--- src/rtl/hack_pkg.sv ---
// Shared constants and types for the Hack CPU fetch and decode blocks.
// Holds the word width, the fetch FSM states and the C-instruction bit map.
package hack_pkg;

    localparam int WORD_W = 16;

    // C-instruction marker bit and jump field bit positions
    localparam int C_BIT  = 15;
    localparam int J1_BIT = 2;
    localparam int J2_BIT = 1;
    localparam int J3_BIT = 0;

    typedef enum logic [1:0] {
        IDLE  = 2'd0,
        FETCH = 2'd1,
        EXEC  = 2'd2
    } state_t;

endpackage

--- src/rtl/hack_jump_cond.sv ---
// Combinational jump-condition evaluator for Hack C-instructions.
// Shared between the fetch stage and the CPU decode block.
module hack_jump_cond (
    input  logic       i_c,
    input  logic [2:0] i_j,
    input  logic       i_zr,
    input  logic       i_ng,
    output logic       o_take
);

    logic w_lt;
    logic w_eq;
    logic w_gt;

    // Decode the three jump bits (lt, eq, gt) against the ALU flags.
    // Only a C-instruction can ever jump.
    always_comb begin
        w_lt   = i_j[2] & i_ng;
        w_eq   = i_j[1] & i_zr;
        w_gt   = i_j[0] & ~i_zr & ~i_ng;
        o_take = i_c & (w_lt | w_eq | w_gt);
    end

endmodule

--- src/rtl/hack_fetch_pc.sv ---
// Hack CPU program counter and instruction-fetch stage.
// Fetches over a req/ack ROM port and picks A or PC+1 at retirement.
module hack_fetch_pc
    import hack_pkg::*;
#(
    parameter int               WIDTH      = WORD_W,
    parameter logic [WIDTH-1:0] RESET_ADDR = '0
) (
    input  logic             clk,
    input  logic             rst_n,
    input  logic             soft_reset,
    input  logic             rom_ack,
    input  logic [WIDTH-1:0] rom_data,
    input  logic             exec_done,
    input  logic             alu_zr,
    input  logic             alu_ng,
    input  logic [WIDTH-1:0] a_in,
    output logic             rom_req,
    output logic [WIDTH-1:0] rom_addr,
    output logic [WIDTH-1:0] instr,
    output logic             instr_valid,
    output logic             jump_taken
);

    state_t           r_state;
    state_t           w_state_nxt;
    logic [WIDTH-1:0] r_pc;
    logic [WIDTH-1:0] w_pc_nxt;
    logic [WIDTH-1:0] r_instr;
    logic [WIDTH-1:0] w_instr_nxt;
    logic             r_jump;
    logic             w_jump_nxt;

    logic             w_take;
    logic [2:0]       w_jbits;
    logic [WIDTH-1:0] w_pc_inc;
    logic [WIDTH-1:0] w_next_pc;

    assign w_jbits = {r_instr[J1_BIT], r_instr[J2_BIT], r_instr[J3_BIT]};

    hack_jump_cond u_jump_cond (
        .i_c    (r_instr[C_BIT]),
        .i_j    (w_jbits),
        .i_zr   (alu_zr),
        .i_ng   (alu_ng),
        .o_take (w_take)
    );

    // Next PC: jump target from A, else sequential (wraps modulo 2^WIDTH).
    always_comb begin
        w_pc_inc  = r_pc + WIDTH'(1);
        w_next_pc = w_take ? a_in : w_pc_inc;
    end

    // FSM next-state plus PC/instr/jump-pulse updates; soft_reset wins.
    always_comb begin
        w_state_nxt = r_state;
        w_pc_nxt    = r_pc;
        w_instr_nxt = r_instr;
        w_jump_nxt  = 1'b0;
        if (soft_reset) begin
            w_state_nxt = IDLE;
            w_pc_nxt    = RESET_ADDR;
        end else begin
            case (r_state)
                IDLE: begin
                    w_state_nxt = FETCH;
                end
                FETCH: begin
                    if (rom_ack) begin
                        w_instr_nxt = rom_data;
                        w_state_nxt = EXEC;
                    end
                end
                EXEC: begin
                    if (exec_done) begin
                        w_pc_nxt    = w_next_pc;
                        w_jump_nxt  = w_take;
                        w_state_nxt = FETCH;
                    end
                end
                default: begin
                    w_state_nxt = IDLE;
                end
            endcase
        end
    end

    // State, PC, instruction and jump-pulse registers.
    always_ff @(posedge clk or negedge rst_n) begin
        if (!rst_n) begin
            r_state <= IDLE;
            r_pc    <= RESET_ADDR;
            r_instr <= '0;
            r_jump  <= 1'b0;
        end else begin
            r_state <= w_state_nxt;
            r_pc    <= w_pc_nxt;
            r_instr <= w_instr_nxt;
            r_jump  <= w_jump_nxt;
        end
    end

    // Handshake flags decode straight from the state register.
    always_comb begin
        rom_req     = (r_state == FETCH);
        instr_valid = (r_state == EXEC);
        rom_addr    = r_pc;
        instr       = r_instr;
        jump_taken  = r_jump;
    end

endmodule

--- config.mk ---
export PLATFORM = sky130hd
export DESIGN_NAME = hack_fetch_pc
export DESIGN_NICKNAME = d
export VERILOG_FILES = /design/src/rtl/hack_pkg.sv /design/src/rtl/hack_jump_cond.sv /design/src/rtl/hack_fetch_pc.sv
export SDC_FILE = /design/constraint.sdc
export NUM_CORES = 1
export LEC_CHECK = 0
export ABC_AREA = 1
export CORE_MARGIN = 3
export CORE_UTILIZATION = 47
export CTS_CLUSTER_DIAMETER = 30
export CTS_CLUSTER_SIZE = 40
export DETAILED_ROUTE_END_ITERATION = 12
export PLACE_DENSITY = 0.91
export SKIP_LAST_GASP = 1
export SLEW_MARGIN = 20
export SYNTH_ARGS = -nofsm -noshare
export SYNTH_HDL_FRONTEND = slang
export SYNTH_HIERARCHICAL = 1
export SYNTH_SLANG_ARGS = --single-unit
--- constraint.sdc ---
create_clock -name clk -period 2.7 [get_ports clk]
set_input_delay 0.81 -clock clk [delete_from_list [all_inputs] [get_ports clk]]
set_output_delay 0.81 -clock clk [all_outputs]
set_load 0.02 [all_outputs]
==> impl_metrics.json, run 1 <==
{
  "tns_ns": 0,
  "hold_path.class": "reg2reg",
  "core_mm2": 0.00385,
  "critPathCaptureType": "primary output",
  "worstMarginPinSlew_ns": 0.439,
  "grt_overflow": 0,
  "wl_per_cell_um": 13.7,
  "gp_congestion": 0.877,
  "max_slew_margin": 0.707,
  "avgSynthCellArea_um2": 8.36,
  "drcViolationCount": 0,
  "final_common_cell": "clkdlybuf4s50_1",
  "finalSetupViolations": 0,
  "synth.area.top_cells": "dfrtp_1 (45%), nand2_1 (12%), mux2_4 (6.9%), nor2_1 (6.5%), inv_1 (4.4%)",
  "wirelength_um": 4980,
  "yosys_warnings": 6,
  "synth_top_area_cell": "dfrtp_1",
  "hold_viol_final": 0,
  "clk_path_buf_depth": 2,
  "port_buffers": 73,
  "die_x_um": 70.7,
  "hold_depth": 1,
  "synth_seq_cells": 35,
  "reg2reg_depth": 8,
  "cts_tree": "yes",
  "cts_hold_buf": 0,
  "critPathRequiredTime_ns": 1.89,
  "post_cts_buffers": 0,
  "syn_nets": 275,
  "skew_ns": 0.00459,
  "htree_levels": 2,
  "critPathLaunchType": "register",
  "netlist.area_leader.share": 0.446,
  "grt_pass1_wl_um": 8620,
  "drt_first_iter_violations": 172,
  "ys_types": 29,
  "worstPathArrival_ns": 1.52,
  "diodes": 0,
  "clk_pin_slew_worst_paths_ns": 0.06,
  "fin_nets": 354,
  "antenna_found_initial": 0,
  "grt_usage": 0.215,
  "post-route-period-util": 0.864,
  "critPathKind": "reg2out",
  "p_leak_nw": 1.32,
  "initial_core_util": 0.510,
  "final_util": 0.739,
  "max_clock_freq_mhz": 429,
  "layout_common_cells": "clkdlybuf4s50_1 (73), nand2_1 (65), dfrtp_1 (35)",
  "drv_cap": 0,
  "num_rows": 22,
  "crit_fanout": 3,
  "grt_pass1_vias": 1896,
  "power.density_mw_per_mm2": 582,
  "dp_hpwl_um": 3780,
  "cts_made_buffers": 5,
  "cts_root_buf": "clkbuf_8",
  "ant_nets": 0,
  "period_minus_slack_ns": 2.33,
  "dieArea_mm2": 0.00499,
  "ir_drop_uv": 472,
  "grt_start_max_net_pins": 36,
  "clk_latency_ns": 0.29,
  "cts_sinks": 35,
  "rsz0062_at_grt": "no",
  "dieHeight_um": 70.7,
  "yosysSeqAreaShare": 0.446,
  "post_cts_resized": 0,
  "status": "finished, final reports clean",
  "slew_violations": 0,
  "vias": 1865,
  "pin_count": 74,
  "vias_per_cell": 5.14,
  "synth_area_mm2": 0.00196,
  "drive_above_1_share": 0.117,
  "drt_pass1_iterations": 4,
  "synthCells": 235,
  "flow.area_growth_from_synthesis_pct": 45.0
}
-- power breakdown --
part	total, mW	leakage [nW]	switching (mW)	internal [mW]
clock network	0.414	0.0515	0.182	0.233
logic	0.576	0.817	0.269	0.307
registers	0.668	0.453	0.0601	0.607
total	1.66	1.32	0.511	1.15
-- cells in the mapped netlist (all sizes together) --
| master | count |
|---|---|
| nand2 | 67 |
| nor2 | 38 |
| dfrtp | 35 |
| inv | 27 |
| nand3 | 18 |
| mux2 | 16 |
| o21ai | 12 |
| a21oi | 4 |
| buf | 3 |
| nand4 | 3 |
| o22ai | 3 |
| o211ai | 2 |
| xor2 | 2 |
| ha | 1 |
| nand3b | 1 |
| nor3 | 1 |
| o21bai | 1 |
| xnor2 | 1 |
-- final cells by class --
type                    instances  area [µm²]
clock buffers                   8         100
fillers                       285        1000
inverters                      27         104
multi-input cells             170         963
flip-flops and latches         35         876
well taps                      48        60.1
repair buffers                 75         746
-- sequential cells by signal, summed over array words and instances, names as in the netlist --
signal	count
instr	16
r_state	2
jump_taken	1
rom_addr	16
-- worst max-delay path: stages (launching register included) --
cell	delay, ns
dfrtp_1	0.38
inv_1	0.09
nor2_4	0.14
clkdlybuf4s50_1	0.63
-- final timing paths --
check	from	end	slack (ns)
worst max-delay path	r_state[1]$_DFFE_PN0P_	instr_valid	0.37
worst min-delay path	instr[11]$_DFFE_PN0P_	instr[11]$_DFFE_PN0P_	0.52
worst max register to register	rom_addr[1]$_DFFE_PN0P_	rom_addr[10]$_DFFE_PN0P_	1.16
worst min register to register	instr[11]$_DFFE_PN0P_	instr[11]$_DFFE_PN0P_	0.52
max in group asynchronous	rst_n	rom_addr[14]$_DFFE_PN0P_	1.45
min in group asynchronous	rst_n	rom_addr[0]$_DFFE_PN0P_	0.93
-- metal layers --
layer  up-vias  GRT usage  share of wire
met5         -          0              0
met4         0     0.0647          0.015
met3         9     0.0710          0.095
met2        82      0.376           0.51
met1       859      0.251           0.38
li1        915          -              -
-- cell families after synthesis --
group	Yosys count	share of synthesized area
fa+ha+maj	1	0.00637
xor+xnor	3	0.0134
flops	35	0.446
compound gates	22	0.0637
mux	16	0.109
buf+inv	30	0.0637
simple gates	128	0.298
-- per-stage QoR --
stage | cell area (µm²) | hold slack, ns | setup slack [ns] | total power [mW] | std cells
after detailed placement | 2750 | 0.496 | 0.313 | 1.25 | 355
after global placement | 2750 | 0.487 | 0.377 | 1.24 | 355
after CTS | 2850 | 0.518 | 0.353 | 1.67 | 363
final | 2850 | 0.517 | 0.367 | 1.66 | 363
after floorplan | 1960 | 0.514 | 0.835 | 0.967 | 235
after global routing | 2850 | 0.533 | 0.309 | 1.74 | 363
Power figures use the tool's default switching activity.
==> inputs of run 2 (changes only) <==
--- a/config.mk
+++ b/config.mk
@@ -13,7 +13,6 @@
 export DETAILED_ROUTE_END_ITERATION = 12
 export PLACE_DENSITY = 0.91
 export SKIP_LAST_GASP = 1
-export SLEW_MARGIN = 20
 export SYNTH_ARGS = -nofsm -noshare
 export SYNTH_HDL_FRONTEND = slang
 export SYNTH_HIERARCHICAL = 1
==> results of run 2 <==
Same layout as run 1: the final DEF is identical, and so are final timing and power.
==> inputs of run 3 (changes only) <==
--- a/config.mk
+++ b/config.mk
@@ -12,6 +12,7 @@
 export CTS_CLUSTER_SIZE = 40
 export DETAILED_ROUTE_END_ITERATION = 12
 export PLACE_DENSITY = 0.91
+export SETUP_SLACK_MARGIN = 0.5
 export SKIP_LAST_GASP = 1
 export SYNTH_ARGS = -nofsm -noshare
 export SYNTH_HDL_FRONTEND = slang
==> run 3 against run 2 <==
  * Cell area increased by 0.61%
  * Largest cell class unchanged
  * Final cell count unchanged
  * Clock skew about the same
  * Via count increased by 0.48%
  * Register-to-register slack about the same
  * Critical path type unchanged
  * Clock power about the same
  * Fmax increased by 8.2%
==> impl_metrics.json, run 3 (synthesis gave the netlist of run 1 again) <==
{
  "status": "finished, final reports clean",
  "p_clk_frac": 0.251,
  "p_leak_nw": 1.46,
  "fin_nets": 354,
  "comb_power_share": 0.347,
  "initial_core_util": 0.510,
  "drt_first_iter_violations": 197,
  "critPathLaunchType": "register",
  "cp.depth": 1,
  "cp_num_buf_inv": 1,
  "hold_viol_final": 0,
  "worstPathArrival_ns": 1.35,
  "swShare": 0.311,
  "p_total_mw": 1.66,
  "reg2reg_depth": 8,
  "skew_ns": 0.00427,
  "critPathSlowestCell": "clkdlybuf4s50_1",
  "max_clock_freq_mhz": 464,
  "period_minus_slack_ns": 2.16,
  "finalSetupViolations": 0,
  "crit_fanout": 6,
  "ir_drop_uv": 466,
  "layout_common_cells": "nand2_1 (65), clkdlybuf4s50_1 (64), dfrtp_1 (35)",
  "port_buffers": 73,
  "critPathRequiredTime_ns": 1.89,
  "dieHeight_um": 70.7,
  "internal-power_mw": 1.15,
  "path_cells": "clkdlybuf4s50_1",
  "worstMarginPinSlew_ns": 0.438,
  "dp_hpwl_um": 3780,
  "grt_pass1_wl_um": 8620,
  "max_slew_margin": 0.708,
  "grt_pass1_vias": 1896,
  "pin_count": 74,
  "cts_sinks": 35,
  "cts_root_buf": "clkbuf_8",
  "hold_depth": 1,
  "clk_pin_slew_worst_paths_ns": 0.07,
  "wirelength_um": 5040,
  "vias": 1874,
  "rsz0062_at_grt": "no",
  "reg2reg_from": "rom_addr[1]$_DFFE_PN0P_",
  "dieArea_mm2": 0.00499,
  "clk_path_buf_depth": 2,
  "min_from": "instr[7]$_DFFE_PN0P_",
  "startpoint": "rom_addr[5]$_DFFE_PN0P_",
  "cts_made_buffers": 5,
  "core_mm2": 0.00385,
  "drcViolationCount": 0,
  "post-route-period-util": 0.798,
  "grt_usage": 0.215,
  "antenna_found_initial": 0,
  "drive_above_1_share": 0.117,
  "power.density_mw_per_mm2": 580,
  "tns_ns": 0,
  "drv_cap": 0,
  "clk_latency_ns": 0.29,
  "cts_hold_buf": 0,
  "cts_tree": "yes",
  "cpLargestDelayFamily": "buffers and inverters",
  "grt_start_max_net_pins": 36,
  "die_x_um": 70.7,
  "num_rows": 22,
  "critPathKind": "reg2out",
  "ant_nets": 0,
  "grt_overflow": 0,
  "drt_pass1_iterations": 5,
  "p_sw_uw": 517,
  "vias_per_cell": 5.16,
  "gp_congestion": 0.877,
  "htree_levels": 2,
  "hold_path.class": "reg2reg",
  "p_seq_frac": 0.401,
  "slew_violations": 0,
  "final_common_cell": "nand2_1",
  "critPathCaptureType": "primary output",
  "flow.area_growth_from_synthesis_pct": 45.9,
  "slowest_delay_ns": 0.63,
  "diodes": 0,
  "wl_per_cell_um": 13.9
}
## run 3: changes by cell type in the layout (fill, tap and decap cells not counted)
cell,previous run,this run
dlymetal6s2s_1,0,7
dlygate4sd2_1,0,2
clkdlybuf4s50_1,73,64
inv_4,1,2
inv_2,3,2
## run 3: through the flow
stage / utilization / area, µm² / hold WS, ns / cells / setup WS [ns]
floorplan: - / 1960 / 0.514 / 235 / 0.835
global placement: 0.713 / 2750 / 0.487 / 355 / 0.377
detailed placement: 0.713 / 2750 / 0.496 / 355 / 0.313
CTS: 0.739 / 2850 / 0.518 / 363 / 0.503
global route: 0.744 / 2870 / 0.533 / 363 / 0.501
finish: 0.744 / 2870 / 0.517 / 363 / 0.544
## run 3: path summary, 6_finish.rpt
kind	to	slack [ns]
setup / recovery	rom_addr[5]	0.54
hold / removal	instr[7]$_DFFE_PN0P_	0.52
setup reg to reg	rom_addr[10]$_DFFE_PN0P_	1.15
hold reg to reg	instr[7]$_DFFE_PN0P_	0.52
max in group asynchronous	rom_addr[14]$_DFFE_PN0P_	1.45
min in group asynchronous	rom_addr[0]$_DFFE_PN0P_	0.93
## run 3: repair_timing
item	in CTS	in global routing
buffers inserted	0	0
endpoints found under the hold margin	0	0
resized for setup	2	9
setup endpoints to repair	2	8
## run 3: routing by layer
metal	share of wire	GRT usage	vias up	routed length [µm]
li1	-	-	913	-
met1	0.38	0.251	867	1930
met2	0.51	0.376	85	2550
met3	0.097	0.0710	9	488
met4	0.015	0.0647	0	75
met5	0	0	-	0
## run 3: cell type report
| cell class | count | area (µm²) |
|---|---|---|
| Clock buffer | 8 | 100 |
| Sequential cell | 35 | 876 |
| Timing Repair Buffer | 75 | 761 |
| Tap cell | 48 | 60.1 |
| Multi-Input combinational cell | 170 | 963 |
| Fill cell | 280 | 987 |
| Inverter | 27 | 106 |
## run 3: worst register-to-register path, delay by kind of cell, from the launching register on
kind / cells / cell delay [ns]
adders and majority gates: 1 / 0.25
and+or+nand+nor: 6 / 0.69
DFF: 1 / 0.42
AOI/OAI and AO/OA: 1 / 0.08
## run 3: power by group through the flow
stage	combinational [mW]	clock, mW	sequential (mW)
6_report	0.577	0.417	0.667
5_1_grt	0.615	0.443	0.679
4_1_cts	0.579	0.421	0.667
3_5_place_dp	0.579	0	0.674
3_3_place_gp	0.567	0	0.669
2_1_floorplan	0.202	0	0.765
